`config.mk`:
```
export PLATFORM = sky130hd
export DESIGN_NAME = dcp_transmittance_dark_flat
export DESIGN_NICKNAME = d
export VERILOG_FILES = /design/src/rtl/dcp_transmittance_dark_if.sv /design/src/rtl/dcp_transmittance_dark.sv /design/src/flat_wrapper.sv
export SDC_FILE = /design/constraint.sdc
export NUM_CORES = 1
export LEC_CHECK = 0
export ABC_CLOCK_PERIOD_IN_PS = 9800
export CORE_UTILIZATION = 65
export CTS_CLUSTER_DIAMETER = 60
export DETAILED_ROUTE_END_ITERATION = 8
export PLACE_DENSITY = 0.85
export SYNTH_ARGS = -nofsm -noshare
export SYNTH_HDL_FRONTEND = slang
export SYNTH_SLANG_ARGS = --single-unit
```
`constraint.sdc`:
```
create_clock -name pixelclk -period 9.8 [get_ports pixelclk]
set_clock_uncertainty 0.15 [all_clocks]
set_input_delay 1.96 -clock pixelclk [delete_from_list [all_inputs] [get_ports pixelclk]]
set_output_delay 1.96 -clock pixelclk [all_outputs]
set_load 0.05 [all_outputs]
```
`src/rtl/dcp_transmittance_dark_if.sv`:
```
`default_nettype none
// ============================================================================
// Module   : dcp_transmittance_dark_if
// Purpose  : Pixel-stream bundle between the dark-channel min-filter, the
//            transmission-map stage and the haze-free recovery stage.
// Signals  : i_dark[7:0]          dark-channel pixel into the stage
//            i_data_valid         qualifies i_dark
//            o_dark_max[7:0]      atmospheric-light estimate A
//            o_transmittance[7:0] transmittance, 255 = 1.0
//            o_data_valid         qualifies o_transmittance
// Modports : slave  - the transmittance stage itself
//            master - the producer/consumer side around it
// Revision : 1.0 - initial release
// ============================================================================
interface dcp_transmittance_dark_if;
  logic [7:0] i_dark;
  logic       i_data_valid;
  logic [7:0] o_dark_max;
  logic [7:0] o_transmittance;
  logic       o_data_valid;

  modport slave (
    input  i_dark,
    input  i_data_valid,
    output o_dark_max,
    output o_transmittance,
    output o_data_valid
  );

  modport master (
    output i_dark,
    output i_data_valid,
    input  o_dark_max,
    input  o_transmittance,
    input  o_data_valid
  );
endinterface
`default_nettype wire

```
`src/rtl/dcp_transmittance_dark.sv`:
```
`default_nettype none
// ============================================================================
// Module   : dcp_transmittance_dark
// Purpose  : Transmission-map stage of the DCP dehaze pipeline. Tracks the
//            atmospheric light A (running max of valid dark pixels) and emits
//            t = 255 - ((floor(dark*255/A) * 243) >> 8), floored at T0.
//            12-cycle fixed latency, one pixel per cycle, no back-pressure.
// Ports    : pixelclk - pixel clock, rising edge
//            reset_n  - asynchronous active-low reset
//            bus      - slave side of dcp_transmittance_dark_if
// Params   : T0       - lower clamp of the output transmittance
// Revision : 1.0 - initial release
// ============================================================================
module dcp_transmittance_dark #(
  parameter logic [7:0] T0 = 8'd26
) (
  input logic                     pixelclk,
  input logic                     reset_n,
  dcp_transmittance_dark_if.slave bus
);

  localparam int c_DIV_STAGES = 8;
  localparam int c_LATENCY    = 12;

  // S1
  logic [7:0]  r_d1;
  logic [7:0]  r_amax;         // serves as both a1 and the held A estimate
  logic [7:0]  w_amax_nxt;
  // S2 .. S10: remainder/divisor carried through the divider, quotient built
  logic [15:0] r_rem [0:c_DIV_STAGES-1];
  logic [7:0]  r_a   [0:c_DIV_STAGES-1];
  logic [7:0]  r_q   [1:c_DIV_STAGES];
  logic [15:0] w_dsr [0:c_DIV_STAGES-1];
  logic [c_DIV_STAGES-1:0] w_ge;
  // S11 / S12
  logic [7:0]  r_w;
  logic [7:0]  r_t;
  logic [7:0]  w_t_raw;
  logic [c_LATENCY-1:0] r_vld;

  // The current pixel participates in its own A, so d1 <= a1 for valid data
  // and the quotient always fits in 8 bits.
  assign w_amax_nxt = (bus.i_data_valid && (bus.i_dark > r_amax)) ? bus.i_dark : r_amax;

  // Restoring divider: stage s decides quotient bit (7-s) by trial-subtracting
  // the divisor aligned to that bit. A zero divisor never sets a bit, which
  // yields the forced q = 0.
  for (genvar s = 0; s < c_DIV_STAGES; s++) begin : g_div
    assign w_dsr[s] = {8'd0, r_a[s]} << (c_DIV_STAGES - 1 - s);
    assign w_ge[s]  = (r_a[s] != 8'd0) && (r_rem[s] >= w_dsr[s]);
  end

  assign w_t_raw = 8'd255 - r_w;

  always_ff @(posedge pixelclk or negedge reset_n) begin
    if (!reset_n) begin
      r_d1   <= '0;
      r_amax <= '0;
      for (int s = 0; s < c_DIV_STAGES; s++) begin
        r_rem[s]   <= '0;
        r_a[s]     <= '0;
        r_q[s + 1] <= '0;
      end
      r_w   <= '0;
      r_t   <= '0;
      r_vld <= '0;
    end else begin
      // S1
      r_d1   <= bus.i_dark;
      r_amax <= w_amax_nxt;
      // S2: d1*255 computed as d1*256 - d1, exact in 16 bits
      r_rem[0] <= {r_d1, 8'd0} - {8'd0, r_d1};
      r_a[0]   <= r_amax;
      // S3 .. S10
      r_q[1] <= {7'd0, w_ge[0]};
      for (int s = 1; s < c_DIV_STAGES; s++) begin
        r_q[s + 1] <= {r_q[s][6:0], w_ge[s]};
      end
      for (int s = 0; s < c_DIV_STAGES - 1; s++) begin
        r_rem[s + 1] <= w_ge[s] ? (r_rem[s] - w_dsr[s]) : r_rem[s];
        r_a[s + 1]   <= r_a[s];
      end
      // S11: omega = 243/256
      r_w <= 8'(({8'd0, r_q[c_DIV_STAGES]} * 16'd243) >> 8);
      // S12
      r_t <= (w_t_raw < T0) ? T0 : w_t_raw;
      // Valid travels with the data through all 12 registers
      r_vld <= {r_vld[c_LATENCY-2:0], bus.i_data_valid};
    end
  end

  assign bus.o_dark_max      = r_amax;
  assign bus.o_transmittance = r_t;
  assign bus.o_data_valid    = r_vld[c_LATENCY-1];

endmodule
`default_nettype wire

```
`src/flat_wrapper.sv`:
```
// flat-port wrapper written by rule: the top's interface ports become plain ports
module dcp_transmittance_dark_flat 
#(
  parameter logic [7:0] T0 = 8'd26
)
  (pixelclk, reset_n, bus_i_dark, bus_i_data_valid, bus_o_dark_max, bus_o_transmittance, bus_o_data_valid);
  dcp_transmittance_dark_if bus_i ();
  input logic pixelclk;
  input logic reset_n;
  input wire logic [$bits(bus_i.i_dark)-1:0] bus_i_dark;
  input wire logic [$bits(bus_i.i_data_valid)-1:0] bus_i_data_valid;
  output wire logic [$bits(bus_i.o_dark_max)-1:0] bus_o_dark_max;
  output wire logic [$bits(bus_i.o_transmittance)-1:0] bus_o_transmittance;
  output wire logic [$bits(bus_i.o_data_valid)-1:0] bus_o_data_valid;
  assign bus_i.i_dark = bus_i_dark;
  assign bus_i.i_data_valid = bus_i_data_valid;
  assign bus_o_dark_max = bus_i.o_dark_max;
  assign bus_o_transmittance = bus_i.o_transmittance;
  assign bus_o_data_valid = bus_i.o_data_valid;
  dcp_transmittance_dark #(.T0(T0)) u_core (.pixelclk(pixelclk), .reset_n(reset_n), .bus(bus_i));
endmodule
```
==> impl_metrics.tcl, run 1 <==
set metrics [dict create \
    yosysWarnings 0 \
    syn_nets 1257 \
    viasPerCell 5.72 \
    place_hpwl_um 16900 \
    status "completed" \
    grt_antenna_before_repair 0 \
    postCtsSetupRepairBufs 0 \
    routed-wl-met3_um 711 \
    io-pin-count 28 \
    multi_input_area_sq_um 5520 \
    crit_type "flip-flop to flip-flop" \
    dr.pass1.iters 4 \
    layout.cells.non_filler 1442 \
    worst-path-buf-inv 4 \
    path_cells "inv_1 > fa_1 > inv_1 > fa_1 > fa_1 > inv_1 > fa_1 > inv_1 > ha_1 > nand2_1 > a211oi_1 > o211ai_1 > o21ai_0 > a21oi_1 > xnor2_1" \
    hold_buffers 0 \
    fillers 1274 \
    worstPathArrival_ps 4750 \
    dieHeight_um 143 \
    hold_slack_ps 196 \
    crit_family "adder cells" \
    nNetsFinal 1309 \
    met1_length_um 8680 \
    yosysSeqAreaShare 0.529 \
    cts_inserted_buffers 28 \
    insertion_delay_ps 530 \
    grt_start_max_net_pins 115 \
    gp_congestion 0.971 \
    synth_edf_count 0 \
    grt_pass1_wl_um 38700 \
    grt_pass1_vias 8537 \
    cts.clk_slew.worst_paths_ps 60 \
    hold_path.class "flip-flop to flip-flop" \
    cp-end-kind "flip-flop" \
    diodes 0 \
    period_needed_ps 4490 \
    yosys.area.top_type_share 0.529 \
    netlist_instances 1108 \
    row_count 51 \
    cts-root-buf "clkbuf_16" \
    worstMarginPinSlew_ps 1130 \
    cp_max_fo 4 \
    core_area_sq_um 19500 \
    clock_sinks 272 \
    hold_viol_final 0 \
    top_layer "met4" \
    crit_required_ps 10060 \
    ys_ff_latch 272 \
    slew_viol_final 0 \
    ys_async_sr_fraction 1.00 \
    drt_iter0_drc 386 \
    ys_types 61 \
    clock_path_buffers 3 \
    tritoncts "yes" \
    tns_ps 0 \
    rsz0062_at_grt "no" \
    wl_per_cell_um 16.1 \
    timing.fmax_ghz 0.223 \
    drcViolationCount 0 \
    seqCellArea_sq_um 6810 \
    synth_area_leaders "dfrtp_1 53%, ha_1 11%, fa_1 4.0%" \
    die_w_um 143 \
    wl_met2_um 12800 \
    wl_um 23200 \
    avgSynthCellArea_sq_um 11.6 \
    numPortBuffers 27 \
    cp-start-kind "flip-flop" \
    min_period_over_period 0.458 \
    drive_gt1_frac 0.0739 \
    cts_resized 0 \
    cts_max_level 1 \
    maxCapViolations 0 \
    grt_usage 0.243 \
    grt.overflow.total 0 \
    synth_top_cells_by_count "272 x dfrtp_1, 132 x inv_1, 112 x ha_1" \
    initial_core_util 0.661 \
    syn_area_sq_um 12900 \
    dieArea_sq_um 20400 \
    setup_viol 0 \
    synth_area_leader_cell "dfrtp_1" \
    ant_nets 0 \
    cpPeakStageDelay_ps 520 \
    maxSlewHeadroom 0.250 \
    place_inst 1395 \
    syn_to_final_growth_pct 11.5 \
    synth-main-ff-cell "dfrtp_1" \
    cp_slowest_cell "fa_1" \
    yosysMostFrequentCell "dfrtp_1" \
    via_count 8248 \
]
-- stage by stage --
step	util	setup slack (ps)	area, sq um
finish	0.737	5310	14400
global route	0.737	4980	14400
CTS	0.737	5310	14400
detailed placement	0.692	5360	13500
global placement	0.692	5430	13500
floorplan	-	5640	12900
-- path summary, 6_finish.rpt --
kind / end / slack (ps) / startpoint / depth (start not counted)
setup / recovery: u_core.r_w[7] / 5310 / u_core.r_q[3] / 15
hold / removal: u_core.r_vld[6] / 200 / u_core.r_vld[5] / 0
setup reg to reg: u_core.r_w[7] / 5310 / u_core.r_q[3] / 15
hold reg to reg: u_core.r_vld[6] / 200 / u_core.r_vld[5] / 0
max in group asynchronous: u_core.r_a[46] / 6670 / reset_n / 2
min in group asynchronous: u_core.r_a[0] / 1340 / reset_n / 1
-- cell families (layout without fill, tap and decap cells) --
family / Yosys count / count (layout) / synth area share
and+or+nand+nor: 261 / 261 / 0.105
muxes: 33 / 33 / 0.0285
xor gates and xnor gates: 71 / 71 / 0.0483
AOI/OAI and AO/OA: 192 / 192 / 0.0976
DFF: 272 / 272 / 0.529
buffers and inverters: 141 / 210 / 0.0425
adders and majority gates: 138 / 138 / 0.149
-- cell usage in the layout, fill, tap and decap left out, types with 18 or more instances in the layout --
cell type,instances
dfrtp_1,272
inv_1,132
ha_1,112
nor2_1,66
nand2_1,63
o21ai_0,58
xnor2_1,45
a21oi_1,42
mux2_2,29
clkbuf_16,29
xor2_1,26
fa_1,26
clkdlybuf4s50_1,26
nor2b_1,18
-- area by class of cell --
type	count	share of cell area
timing repair buffer	31	0.0213
sequential	272	0.474
tap	265	0.0231
multi-input combinational	695	0.385
inverter	132	0.0345
clock inverter	8	0.00541
clock buffer	39	0.0567
-- worst reg2reg max path: cells and delay by family (launching register included) --
| family | cells | cell delay (ps) |
|---|---|---|
| compound gates | 4 | 920 |
| xor+xnor | 1 | 130 |
| fa+ha+maj | 5 | 2350 |
| buf+inv | 4 | 290 |
| flops | 1 | 430 |
| simple gates | 1 | 80 |
-- state kept, by name (all words and copies together), names as in the netlist --
name and count:
u_core.bus.o_dark_max 8, u_core.r_a 64, u_core.bus.o_transmittance 8, u_core.r_vld 12, u_core.r_q 36, u_core.r_d1 8
u_core.r_rem 128, u_core.r_w 8
-- metal layers --
layer / GRT usage / vias to the layer above
li1: - / 3915
met1: 0.255 / 4053
met2: 0.476 / 199
met3: 0.0315 / 81
met4: 0.111 / 0
met5: 0 / -
Power of run 1 is not shown: default switching activity piles up to over one toggle a cycle in this logic, so the estimate is an artifact.
==> inputs of run 2 (changes only) <==
ABC_CLOCK_PERIOD_IN_PS = 4000   (was 9800)
CORE_UTILIZATION = 56   (was 65)
PLACE_DENSITY = 0.78   (was 0.85)
clock period = 4 ns   (was 9.8 ns; I/O delays follow)
==> run 2 against run 1 <==
Effect of this change:
- the run now ends with setup timing left
- worst setup slack got worse by 5300 ps
- maximum frequency up 11%
- global-route usage is 4.1 points lower
- die area is 16% higher
- highest routed layer unchanged
==> impl_metrics.tcl, run 2 (same netlist as run 1, synthesis figures left out) <==
set metrics [dict create \
    cp-start-kind "flip-flop" \
    grt_antenna_before_repair 0 \
    grt_usage 0.201 \
    largest_register_ffs 128 \
    via_count 8130 \
    wl_um 22400 \
    die_w_um 154 \
    numPortBuffers 27 \
    worst-path-buf-inv 4 \
    period_needed_ps 4030 \
    worstPathArrival_ps 4300 \
    clock_sinks 272 \
    viasPerCell 5.49 \
    row_count 55 \
    cts-root-buf "clkbuf_16" \
    diodes 0 \
    seqCellArea_sq_um 6810 \
    cp_max_fo 4 \
    cpPeakStageDelay_ps 570 \
    place_hpwl_um 16700 \
    dieHeight_um 154 \
    cp_slowest_cell "fa_2" \
    drcViolationCount 0 \
    drt_iter0_drc 316 \
    hold_viol_final 0 \
    cts_max_level 1 \
    cts.clk_slew.worst_paths_ps 60 \
    crit_type "flip-flop to flip-flop" \
    gp_congestion 0.937 \
    mostFrequentLayoutCell "dfrtp_1" \
    grt_pass1_wl_um 38700 \
    worstMarginPinSlew_ps 902 \
    drive_gt1_frac 0.100 \
    largest_registers "u_core.r_rem x128, u_core.r_a x64, u_core.r_q x36" \
    fillers 1658 \
    tritoncts "yes" \
    dr.pass1.iters 4 \
    clock_path_buffers 3 \
    grt.overflow.total 0 \
    maxCapViolations 0 \
    dieArea_sq_um 23600 \
    initial_core_util 0.570 \
    crit_required_ps 4270 \
    hold_path.class "input pin to asynchronous set/reset pin" \
    hold_slack_ps 96.3 \
    min_period_over_period 1.01 \
    io-pin-count 28 \
    setup_viol 3 \
    violations "setup timing" \
    syn_to_final_growth_pct 13.9 \
    fin_ws_ps -29.7 \
    timing.fmax_ghz 0.248 \
    largest-register "u_core.r_rem" \
    crit_family "adder cells" \
    insertion_delay_ps 530 \
    rsz0062_at_grt "yes" \
    slew_viol_final 0 \
    grt_pass1_vias 8604 \
    wl_per_cell_um 15.1 \
    cp-end-kind "flip-flop" \
    grt_start_max_net_pins 97 \
    maxSlewHeadroom 0.397 \
    cts_inserted_buffers 28 \
    ant_nets 0 \
    multi_input_area_sq_um 5570 \
    nNetsFinal 1324 \
    status "finished with violations" \
    path_cells "buf_6 > fa_2 > fa_2 > fa_1 > inv_1 > fa_1 > inv_2 > ha_4 > nand3_1 > nand3_1 > o211ai_1 > o21ai_1 > buf_4 > xor2_1" \
    hold_buffers 0 \
    core_area_sq_um 22600 \
    final_cell_mix "272 x dfrtp_1, 129 x inv_1, 110 x ha_1" \
]
[run 2: changes by cell type in the layout (fill, tap and decap cells not counted), sizes merged]
cell	before	now
clkinv	5	8
bufinv	1	3
clkbuf	39	38
inv	134	132
clkinvlp	0	2
buf	5	20
[run 2: final cells by class]
type	instances	area share
Multi-Input combinational cell	695	0.380
Tap cell	285	0.0243
Timing Repair Buffer	46	0.0307
Clock buffer	38	0.0566
Sequential cell	272	0.464
Inverter	132	0.0338
Clock inverter	13	0.0102
[run 2: worst paths after layout]
check | from | endpoint | slack, ps | depth (start not counted)
max | u_core.r_q[2] | u_core.r_w[6] | -30 | 14
min reg2reg | u_core.r_vld[6] | u_core.r_vld[7] | 190 | 0
max reg2reg | u_core.r_q[2] | u_core.r_w[6] | -30 | 14
max in group asynchronous | reset_n | u_core.bus.o_dark_max[4] | 2710 | 2
min in group pixelclk | u_core.r_vld[6] | u_core.r_vld[7] | 190 | 0
min | reset_n | u_core.r_a[1] | 100 | 1
[run 2: repair_timing]
action	in CTS	in global routing
endpoints found under the setup margin	3	5
buffers inserted	3	2
pin swaps	11	4
resized for setup	9	2
[run 2: metal layers]
| metal | wire length [um] | vias up | GRT usage | part of all wire |
|---|---|---|---|---|
| met3 | 596 | 70 | 0.0271 | 0.027 |
| li1 | - | 3961 | - | - |
| met1 | 8600 | 3940 | 0.210 | 0.38 |
| met5 | 0 | - | 0 | 0 |
| met2 | 12300 | 159 | 0.399 | 0.55 |
| met4 | 924 | 0 | 0.0848 | 0.041 |
[run 2: through the flow]
step / instance area, sq um / utilization / cells / worst slack, ps / setup TNS, ps
6_report: 14700 / 0.650 / 1481 / -29.7 / -37.4
3_3_place_gp: 13600 / 0.603 / 1425 / 7.66 / 0
2_1_floorplan: 12900 / - / 1108 / 15.7 / 0
4_1_cts: 14600 / 0.649 / 1479 / 19.1 / 0
5_1_grt: 14700 / 0.650 / 1481 / -237 / -787
3_5_place_dp: 13600 / 0.603 / 1425 / -137 / -336
Power of run 2 is left out for the same reason.
==> inputs of run 3 (changes only) <==
CELL_PAD_IN_SITES_DETAIL_PLACEMENT = 0   (was default)
CELL_PAD_IN_SITES_GLOBAL_PLACEMENT = 1   (was default)
CORE_ASPECT_RATIO = 0.7   (was default)
CORE_UTILIZATION = 46   (was 56)
SLEW_MARGIN = 20   (was default)
==> run 3 against run 2 <==
Effect of this change:
- largest cell class unchanged
- clock-buffer cell count is 8 lower
- worst hold slack better by 25 ps
- core utilization is 10 points lower
- highest routed layer unchanged
- wire length is 2.9% higher
- the run still ends with setup timing left
- die area is 21% higher
- register-to-register slack hardly changed
- cell count is 5.5% higher
- flip-flop and latch count stayed put
- design area is 0.73% higher
- non-clock buffer count is 7 higher
==> impl_metrics.tcl, run 3 (same netlist as run 1, synthesis figures left out) <==
set metrics [dict create \
    syn_to_final_growth_pct 14.8 \
    insertion_delay_ps 540 \
    maxCapViolations 0 \
    core_area_sq_um 27100 \
    timing.fmax_ghz 0.247 \
    crit_type "flip-flop to flip-flop" \
    cts.clk_slew.worst_paths_ps 70 \
    final_cell_mix "272 x dfrtp_1, 129 x inv_1, 110 x ha_1" \
    fillers 2322 \
    initial_core_util 0.475 \
    numPortBuffers 27 \
    place_inst 1512 \
    grt_pass1_vias 8017 \
    period_needed_ps 4040 \
    cts_max_level 1 \
    io-pin-count 28 \
    cp-start-kind "flip-flop" \
    largest_register_ffs 128 \
    worstMarginPinSlew_ps 947 \
    grt_usage 0.171 \
    layout.cells.non_filler 1563 \
    worstPathArrival_ps 4340 \
    dieArea_sq_um 28700 \
    dr.pass1.iters 4 \
    cp-end-kind "flip-flop" \
    grt.overflow.total 0 \
    clock_path_buffers 3 \
    wl_per_cell_um 14.7 \
    seqCellArea_sq_um 6810 \
    place_hpwl_um 17400 \
    drt_iter0_drc 408 \
    hold_buffers 0 \
    cp_max_fo 4 \
    cts-root-buf "clkbuf_16" \
    fin_ws_ps -41.6 \
    hold_viol_final 0 \
    gp_congestion 0.874 \
    maxSlewHeadroom 0.366 \
    dieHeight_um 142 \
    ant_nets 0 \
    nNetsFinal 1329 \
    hold_slack_ps 121 \
    clock_sinks 272 \
    die_w_um 202 \
    largest_registers "u_core.r_rem x128, u_core.r_a x64, u_core.r_q x36" \
    grt_antenna_before_repair 0 \
    rsz0062_at_grt "yes" \
    grt_pass1_wl_um 39900 \
    mostFrequentLayoutCell "dfrtp_1" \
    min_period_over_period 1.01 \
    setup_viol 2 \
    tritoncts "yes" \
    viasPerCell 5.07 \
    status "finished with violations" \
    largest-register "u_core.r_rem" \
    row_count 50 \
    fin_area_sq_um 14800 \
    violations "setup timing" \
    drive_gt1_frac 0.106 \
    crit_required_ps 4300 \
    slew_viol_final 0 \
    grt_start_max_net_pins 106 \
    fin_util 0.545 \
    hold_path.class "input pin to asynchronous set/reset pin" \
    diodes 0 \
    wl_um 23100 \
    cts_inserted_buffers 26 \
    postPlaceCellArea_sq_um 13800 \
    drcViolationCount 0 \
    via_count 7926 \
    multi_input_area_sq_um 5590 \
]
[run 3: final cells by class]
type	instances	area share
multi-input combinational	695	0.379
clock inverter	17	0.0143
timing repair buffer	53	0.0332
tap	364	0.0308
inverter	132	0.0336
clock buffer	30	0.0485
sequential	272	0.461
[run 3: critical path: stages (launching register included)]
cell	delay, ps
dfrtp_1	390
inv_2	60
fa_1	550
inv_1	50
fa_1	450
fa_1	490
inv_1	50
fa_1	490
inv_2	50
ha_4	230
a21oi_4	130
nand3_2	90
o211ai_1	310
nand2b_1	160
a21oi_2	170
xnor2_1	130
[run 3: path summary, 6_finish.rpt]
path                                  startpoint                             to  slack [ps]  depth (start not counted)
worst max-delay path               u_core.r_q[2]                  u_core.r_w[5]         -40                         15
min in group pixelclk           u_core.r_vld[10]               u_core.r_vld[11]         190                          0
worst min-delay path                     reset_n  u_core.bus.o_transmittance[3]         120                          1
max in group asynchronous                reset_n               u_core.r_rem[45]        2680                          2
worst max register to register     u_core.r_q[2]                  u_core.r_w[5]         -40                         15
worst min register to register  u_core.r_vld[10]               u_core.r_vld[11]         190                          0
[run 3: repair_timing]
| item | in CTS | in global routing |
|---|---|---|
| pin swaps | 11 | 4 |
| setup endpoints to repair | 3 | 4 |
| gates resized for setup | 5 | 8 |
| setup buffers | 2 | 2 |
[run 3: through the flow]
stage,worst slack [ps],TNS (ps)
floorplan,15.7,0
global placement,-72.8,-159
detailed placement,-105,-301
CTS,-7.87,-7.87
global route,-200,-614
finish,-41.6,-61.0
[run 3: routing by layer]
layer  track usage  vias up  share of wire
met5             0        -              0
met4        0.0470        0          0.024
met3        0.0275       42          0.027
met2         0.268       89           0.44
met1         0.249     3837           0.51
li1              -     3958              -
Power of run 3 is left out for the same reason.
